### config.mk
export PLATFORM = sky130hd
export DESIGN_NAME = seq_divider_flat
export DESIGN_NICKNAME = d
export VERILOG_FILES = /design/src/rtl/div_pkg.sv /design/src/rtl/seq_divider_if.sv /design/src/rtl/addsub_nbit.sv /design/src/rtl/seq_divider.sv /design/src/flat_wrapper.sv
export SDC_FILE = /design/constraint.sdc
export NUM_CORES = 1
export LEC_CHECK = 0
export ABC_AREA = 1
export CAP_MARGIN = 20
export CORE_MARGIN = 8
export CORE_UTILIZATION = 45
export CTS_CLUSTER_DIAMETER = 120
export DETAILED_ROUTE_END_ITERATION = 8
export MAX_ROUTING_LAYER = met4
export PLACE_DENSITY = 0.71
export SKIP_CTS_REPAIR_TIMING = 1
export SLEW_MARGIN = 20
export SYNTH_ARGS = -nofsm -noshare
export SYNTH_HDL_FRONTEND = slang
export SYNTH_HIERARCHICAL = 1
export SYNTH_SLANG_ARGS = --single-unit
### constraint.sdc
create_clock -name clk -period 2.75 [get_ports clk]
set_input_delay 0.275 -clock clk [delete_from_list [all_inputs] [get_ports clk]]
set_output_delay 0.275 -clock clk [all_outputs]
set_load 0.05 [all_outputs]
### src/rtl/div_pkg.sv
// rtl/div_pkg.sv - shared types and defaults for the sequential divider
package div_pkg;

    typedef enum logic [1:0] {
        IDLE,
        RUN,
        DONE
    } div_state_t;

    localparam int DIV_WIDTH_DEFAULT = 4;

endpackage

### src/rtl/seq_divider_if.sv
// rtl/seq_divider_if.sv - start/done request and result bundle for seq_divider
interface seq_divider_if #(
    parameter int WIDTH = div_pkg::DIV_WIDTH_DEFAULT
);
    logic             start;
    logic [WIDTH-1:0] dividend;
    logic [WIDTH-1:0] divisor;
    logic             busy;
    logic             done;
    logic [WIDTH-1:0] quotient;
    logic [WIDTH-1:0] remainder;
    logic             div_zero;

    modport master (
        output start, dividend, divisor,
        input  busy, done, quotient, remainder, div_zero
    );

    modport slave (
        input  start, dividend, divisor,
        output busy, done, quotient, remainder, div_zero
    );
endinterface

### src/rtl/addsub_nbit.sv
// rtl/addsub_nbit.sv - ripple-carry adder/subtractor built from 1-bit full adders
module full_adder_1bit (
    input  logic a,
    input  logic b,
    input  logic cin,
    output logic s,
    output logic cout
);
    assign s    = a ^ b ^ cin;
    assign cout = (a & b) | (cin & (a ^ b));
endmodule

module addsub_nbit #(
    parameter int N = 5
) (
    input  logic [N-1:0] a,
    input  logic [N-1:0] b,
    input  logic         sub,
    output logic [N-1:0] sum,
    output logic         cout
);
    logic [N:0]   carry;
    logic [N-1:0] b_x;

    // Two's complement subtract: invert b and inject the +1 as carry-in.
    assign b_x      = b ^ {N{sub}};
    assign carry[0] = sub;
    assign cout     = carry[N];

    for (genvar i = 0; i < N; i++) begin : g_bit
        full_adder_1bit u_fa (
            .a   (a[i]),
            .b   (b_x[i]),
            .cin (carry[i]),
            .s   (sum[i]),
            .cout(carry[i+1])
        );
    end
endmodule

### src/rtl/seq_divider.sv
// rtl/seq_divider.sv - restoring divider, one quotient bit per clock
module seq_divider
    import div_pkg::*;
#(
    parameter int WIDTH = DIV_WIDTH_DEFAULT
) (
    input  logic           clk,
    input  logic           rst_n,
    seq_divider_if.slave   bus
);
    localparam int CW = $clog2(WIDTH + 1);

    div_state_t       state, state_next;
    logic [WIDTH-1:0] quo_r;
    logic [WIDTH:0]   rem_r;
    logic [WIDTH-1:0] dvs_r;
    logic [CW-1:0]    cnt;

    logic [WIDTH-1:0] quotient_r, remainder_r;
    logic             div_zero_r;

    logic             load, iter, finish_run, finish_zero, last;
    logic [WIDTH:0]   rem_sh, trial, rem_nx;
    logic [WIDTH-1:0] quo_nx;
    logic             no_borrow;

    assign rem_sh = {rem_r[WIDTH-1:0], quo_r[WIDTH-1]};
    assign last   = (cnt == CW'(WIDTH - 1));

    addsub_nbit #(.N(WIDTH + 1)) u_trial (
        .a   (rem_sh),
        .b   ({1'b0, dvs_r}),
        .sub (1'b1),
        .sum (trial),
        .cout(no_borrow)
    );

    // Partial remainder stays below 2*divisor, so the carry-out is exactly ~trial[WIDTH].
    assign rem_nx = no_borrow ? trial : rem_sh;
    assign quo_nx = {quo_r[WIDTH-2:0], no_borrow};

    always_comb begin
        state_next  = state;
        load        = 1'b0;
        iter        = 1'b0;
        finish_run  = 1'b0;
        finish_zero = 1'b0;
        case (state)
            IDLE, DONE: begin
                if (bus.start) begin
                    if (bus.divisor == '0) begin
                        state_next  = DONE;
                        finish_zero = 1'b1;
                    end else begin
                        state_next = RUN;
                        load       = 1'b1;
                    end
                end else if (state == DONE) begin
                    state_next = IDLE;
                end
            end
            RUN: begin
                iter = 1'b1;
                if (last) begin
                    state_next = DONE;
                    finish_run = 1'b1;
                end
            end
            default: state_next = IDLE;
        endcase
    end

    always_ff @(posedge clk or negedge rst_n) begin
        if (!rst_n) state <= IDLE;
        else        state <= state_next;
    end

    always_ff @(posedge clk or negedge rst_n) begin
        if (!rst_n) begin
            quo_r       <= '0;
            rem_r       <= '0;
            dvs_r       <= '0;
            cnt         <= '0;
            quotient_r  <= '0;
            remainder_r <= '0;
            div_zero_r  <= 1'b0;
        end else begin
            if (load) begin
                quo_r      <= bus.dividend;
                rem_r      <= '0;
                dvs_r      <= bus.divisor;
                cnt        <= '0;
                div_zero_r <= 1'b0;
            end
            if (iter) begin
                quo_r <= quo_nx;
                rem_r <= rem_nx;
                cnt   <= cnt + 1'b1;
            end
            if (finish_run) begin
                quotient_r  <= quo_nx;
                remainder_r <= rem_nx[WIDTH-1:0];
            end
            if (finish_zero) begin
                quotient_r  <= '1;
                remainder_r <= bus.dividend;
                div_zero_r  <= 1'b1;
            end
        end
    end

    assign bus.busy      = (state == RUN);
    assign bus.done      = (state == DONE);
    assign bus.quotient  = quotient_r;
    assign bus.remainder = remainder_r;
    assign bus.div_zero  = div_zero_r;
endmodule

### src/flat_wrapper.sv
// flat-port wrapper written by rule: the top's interface ports become plain ports
module seq_divider_flat import div_pkg::*;
#(
    parameter int WIDTH = DIV_WIDTH_DEFAULT
)
  (clk, rst_n, bus_start, bus_dividend, bus_divisor, bus_busy, bus_done, bus_quotient, bus_remainder, bus_div_zero);
  seq_divider_if #(.WIDTH(WIDTH)) bus_i ();
  input  logic clk;
  input  logic rst_n;
  input wire logic [$bits(bus_i.start)-1:0] bus_start;
  input wire logic [$bits(bus_i.dividend)-1:0] bus_dividend;
  input wire logic [$bits(bus_i.divisor)-1:0] bus_divisor;
  output wire logic [$bits(bus_i.busy)-1:0] bus_busy;
  output wire logic [$bits(bus_i.done)-1:0] bus_done;
  output wire logic [$bits(bus_i.quotient)-1:0] bus_quotient;
  output wire logic [$bits(bus_i.remainder)-1:0] bus_remainder;
  output wire logic [$bits(bus_i.div_zero)-1:0] bus_div_zero;
  assign bus_i.start = bus_start;
  assign bus_i.dividend = bus_dividend;
  assign bus_i.divisor = bus_divisor;
  assign bus_busy = bus_i.busy;
  assign bus_done = bus_i.done;
  assign bus_quotient = bus_i.quotient;
  assign bus_remainder = bus_i.remainder;
  assign bus_div_zero = bus_i.div_zero;
  seq_divider #(.WIDTH(WIDTH)) u_core (.clk(clk), .rst_n(rst_n), .bus(bus_i));
endmodule
==> qor.yml <==
synth_compound_area_share_pct: 4.94
cp_slowest_stage_delay_ns: 0.41
cts.clk_slew.worst_paths_ns: 0.14
fin_worst_skew_ns: 0.00317
first_global_vias: 1257
syn-cell-area_mm2: 0.00147
grt_pass1_wl_um: 5750
critPathBufInv: 3
startpoint: "u_core/dvs_r[0]"
yosysMostFrequentCell: "nand2_1"
slew-limit-headroom_pct: 53.5
synth_top_family_by_area: "simple AND/OR/NAND/NOR gates"
worst_slack_ns: -0.141
synth_cells: 185
avgSynthCellArea_um2: 7.93
clockBufferDepth: 2
hold_violations: 0
critPathArrivalTime_ns: 3.12
synth_cell_types: 21
postLayoutCellArea_mm2: 0.00186
synthSimpleGateAreaFrac_pct: 33.4
startpoint_type: "flip-flop"
crit_family: "adder cells"
numPortBuffers: 21
synthFlopType: "dfrtp_1"
rows: 20
setup_viol: 9
regToRegSetupSlack_ns: -0.14
num_vias: 1286
die_w_um: 73.1
synthAdderAreaFrac_pct: 8.53
cap_violations: 0
routed_via_density: 4.83
synth.mux.area_fraction_pct: 0
endpoint_kind: "flip-flop"
synth_largest_area_cell: "dfrtp_1"
die_h_um: 73.1
dr.first_iter.drc_count: 27
drive_above_1_share_pct: 15.8
cts_tree: "built"
grt_max_degree: 27
r2r_end: "u_core/rem_r[0]"
n_antenna_cell: 0
path_cells: "inv_1 -> nand2_1 -> nand2_1 -> fa_2 -> fa_2 -> fa_2 -> fa_2 -> fa_2 -> nand2_2 -> nand2_2 -> buf_4 -> buf_6 -> nand2_2 -> nand2_1"
drv_slew: 0
status: "complete, but fails checks"
hold_slack_ns: 0.292
drt_first_pass_iters: 5
synth_xor_area_share_pct: 0
period_minus_slack_ns: 2.89
fin_crit_sh_pct: 105
cts_root_buf: "clkbuf_4"
design.die.area_mm2: 0.00535
wl_per_cell_um: 12.8
cp.depth: 14
power.density_mw_per_mm2: 1170
critPathSlowestCell: "fa_2"
place_hpwl_um: 2540
crit_path_frequent_cell: "fa_2"
cts-buffers-inserted: 3
io_pins: 22
synth_top_area_share_pct: 44.3
crit_type: "reg2reg"
rsz0062_at_grt: "yes"
power_w: 0.00219
remaining_drc_errors: 0
yosysSeqAreaShare_pct: 44.3
crit_path_end: "u_core/rem_r[0]"
antenna_found_initial: 0
clk-insertion-delay-late_ns: 0.33
r2r_start: "u_core/dvs_r[0]"
syn2layout_area_growth_pct: 26.9
synthTopCellsByArea: "dfrtp_1, nand2_1, fa_1, nand3_1, inv_1"
gr-total-overflow: 0
violations: "negative setup slack"
ys_seq_elements: 26
wl_um: 3410
cts_max_level: 1
ys_async_sr_fraction_pct: 100
yosys_warnings: 6
max_freq_ghz: 0.346
ant_nets: 0
initial_core_util_pct: 47.7
layout.nets: 241
worstMarginPinSlew_ns: 0.696
synth-edff-count: 0
ir_drop_uv: 658
grt_usage_pct: 14.0
hp-class: "in2async"
leakagePower_nw: 0.974
critPathRequiredTime_ns: 2.98
place_area_mm2: 0.00177
synth_common_cells: "nand2_1, dfrtp_1, inv_1, nand3_1, o21ai_0"
worstPathMaxFanout: 5
core_region_area_mm2: 0.00308
routabilityCongestion: 0.932
cts.sinks: 26
reg2regPathDepth: 14
==> registers in the layout, indices dropped and copies added, names as in the netlist <==
signal,count
u_core/state,2
u_core/bus.remainder,4
u_core/dvs_r,4
u_core/bus.quotient,4
u_core/quo_r,4
u_core/bus.div_zero,1
u_core/cnt,3
u_core/rem_r,4
==> placed cells by master, fill, tap and decap left out <==
master            n
nand2_1          77
dfrtp_1          26
clkdlybuf4s50_1  21
inv_1            17
nand3_1          16
buf_4            10
conb_1            9
nand2_2           7
o21ai_0           7
fa_2              5
o211ai_1          4
nand4_1           4
clkbuf_4          3
nor2_1            3
nor2_2            2
nand2_4           2
ha_1              2
clkbuf_8          1
nor2_4            1
inv_4             1
nand3_2           1
o21a_1            1
buf_6             1
inv_2             1
==> power breakdown <==
group	internal [W]	switching [W]	leakage, nW
Clock	0.0000811	0.000118	0.0210
Combinational	0.000507	0.000802	0.627
Sequential	0.000555	0.000123	0.326
Total	0.00114	0.00104	0.974
==> routing by layer <==
layer / GRT usage (%) / wire length (um) / vias to the layer above
li1: - / - / 644
met1: 17.4 / 1540 / 610
met2: 21.7 / 1700 / 27
met3: 2.34 / 116 / 5
met4: 6.00 / 54 / 0
met5: - / 0 / -
==> worst min-delay path by stage <==
stage	cells after the start	slack (ns)	end	from
6_report	2	0.29	u_core/cnt[0]	rst_n
5_1_grt	2	0.31	u_core/bus.quotient[0]	rst_n
4_1_cts	2	0.29	u_core/bus.quotient[0]	rst_n
3_5_place_dp	1	0.49	u_core/bus.div_zero	u_core/bus.div_zero
3_3_place_gp	1	0.48	u_core/bus.div_zero	u_core/bus.div_zero
2_1_floorplan	0	-0.02	u_core/bus.div_zero	rst_n
==> worst register-to-register path, cell delays in order (launching register included) <==
cell and delay, ns:
dfrtp_1 0.37, inv_1 0.04, nand2_1 0.05, nand2_1 0.06, fa_2 0.34, fa_2 0.37, fa_2 0.35, fa_2 0.35
fa_2 0.41, nand2_2 0.09, nand2_2 0.06, buf_4 0.13, buf_6 0.10, nand2_2 0.04, nand2_1 0.04
==> stage by stage <==
step	TNS, ns	instances	setup slack, ns	utilization (%)
2_1_floorplan	0	192	0.0338	-
3_3_place_gp	-0.147	258	-0.0548	57.6
3_5_place_dp	-0.694	258	-0.144	57.6
4_1_cts	-1.07	262	-0.177	58.8
5_1_grt	-1.99	266	-0.261	60.5
6_report	-0.872	266	-0.141	60.5
==> kinds of logic after synthesis <==
group	after synthesis
other	2
buffers and inverters	25
DFF	26
AOI/OAI and AO/OA	12
and+or+nand+nor	113
adders and majority gates	7
==> cell type report <==
type | instances | area, um^2
Multi-Input combinational cell | 141 | 749
Fill cell | 290 | 1220
Tap cell | 44 | 55.1
Inverter | 19 | 73.8
Clock buffer | 4 | 36.3
Timing Repair Buffer | 32 | 297
Sequential cell | 26 | 651
Power figures use the tool's default switching activity.
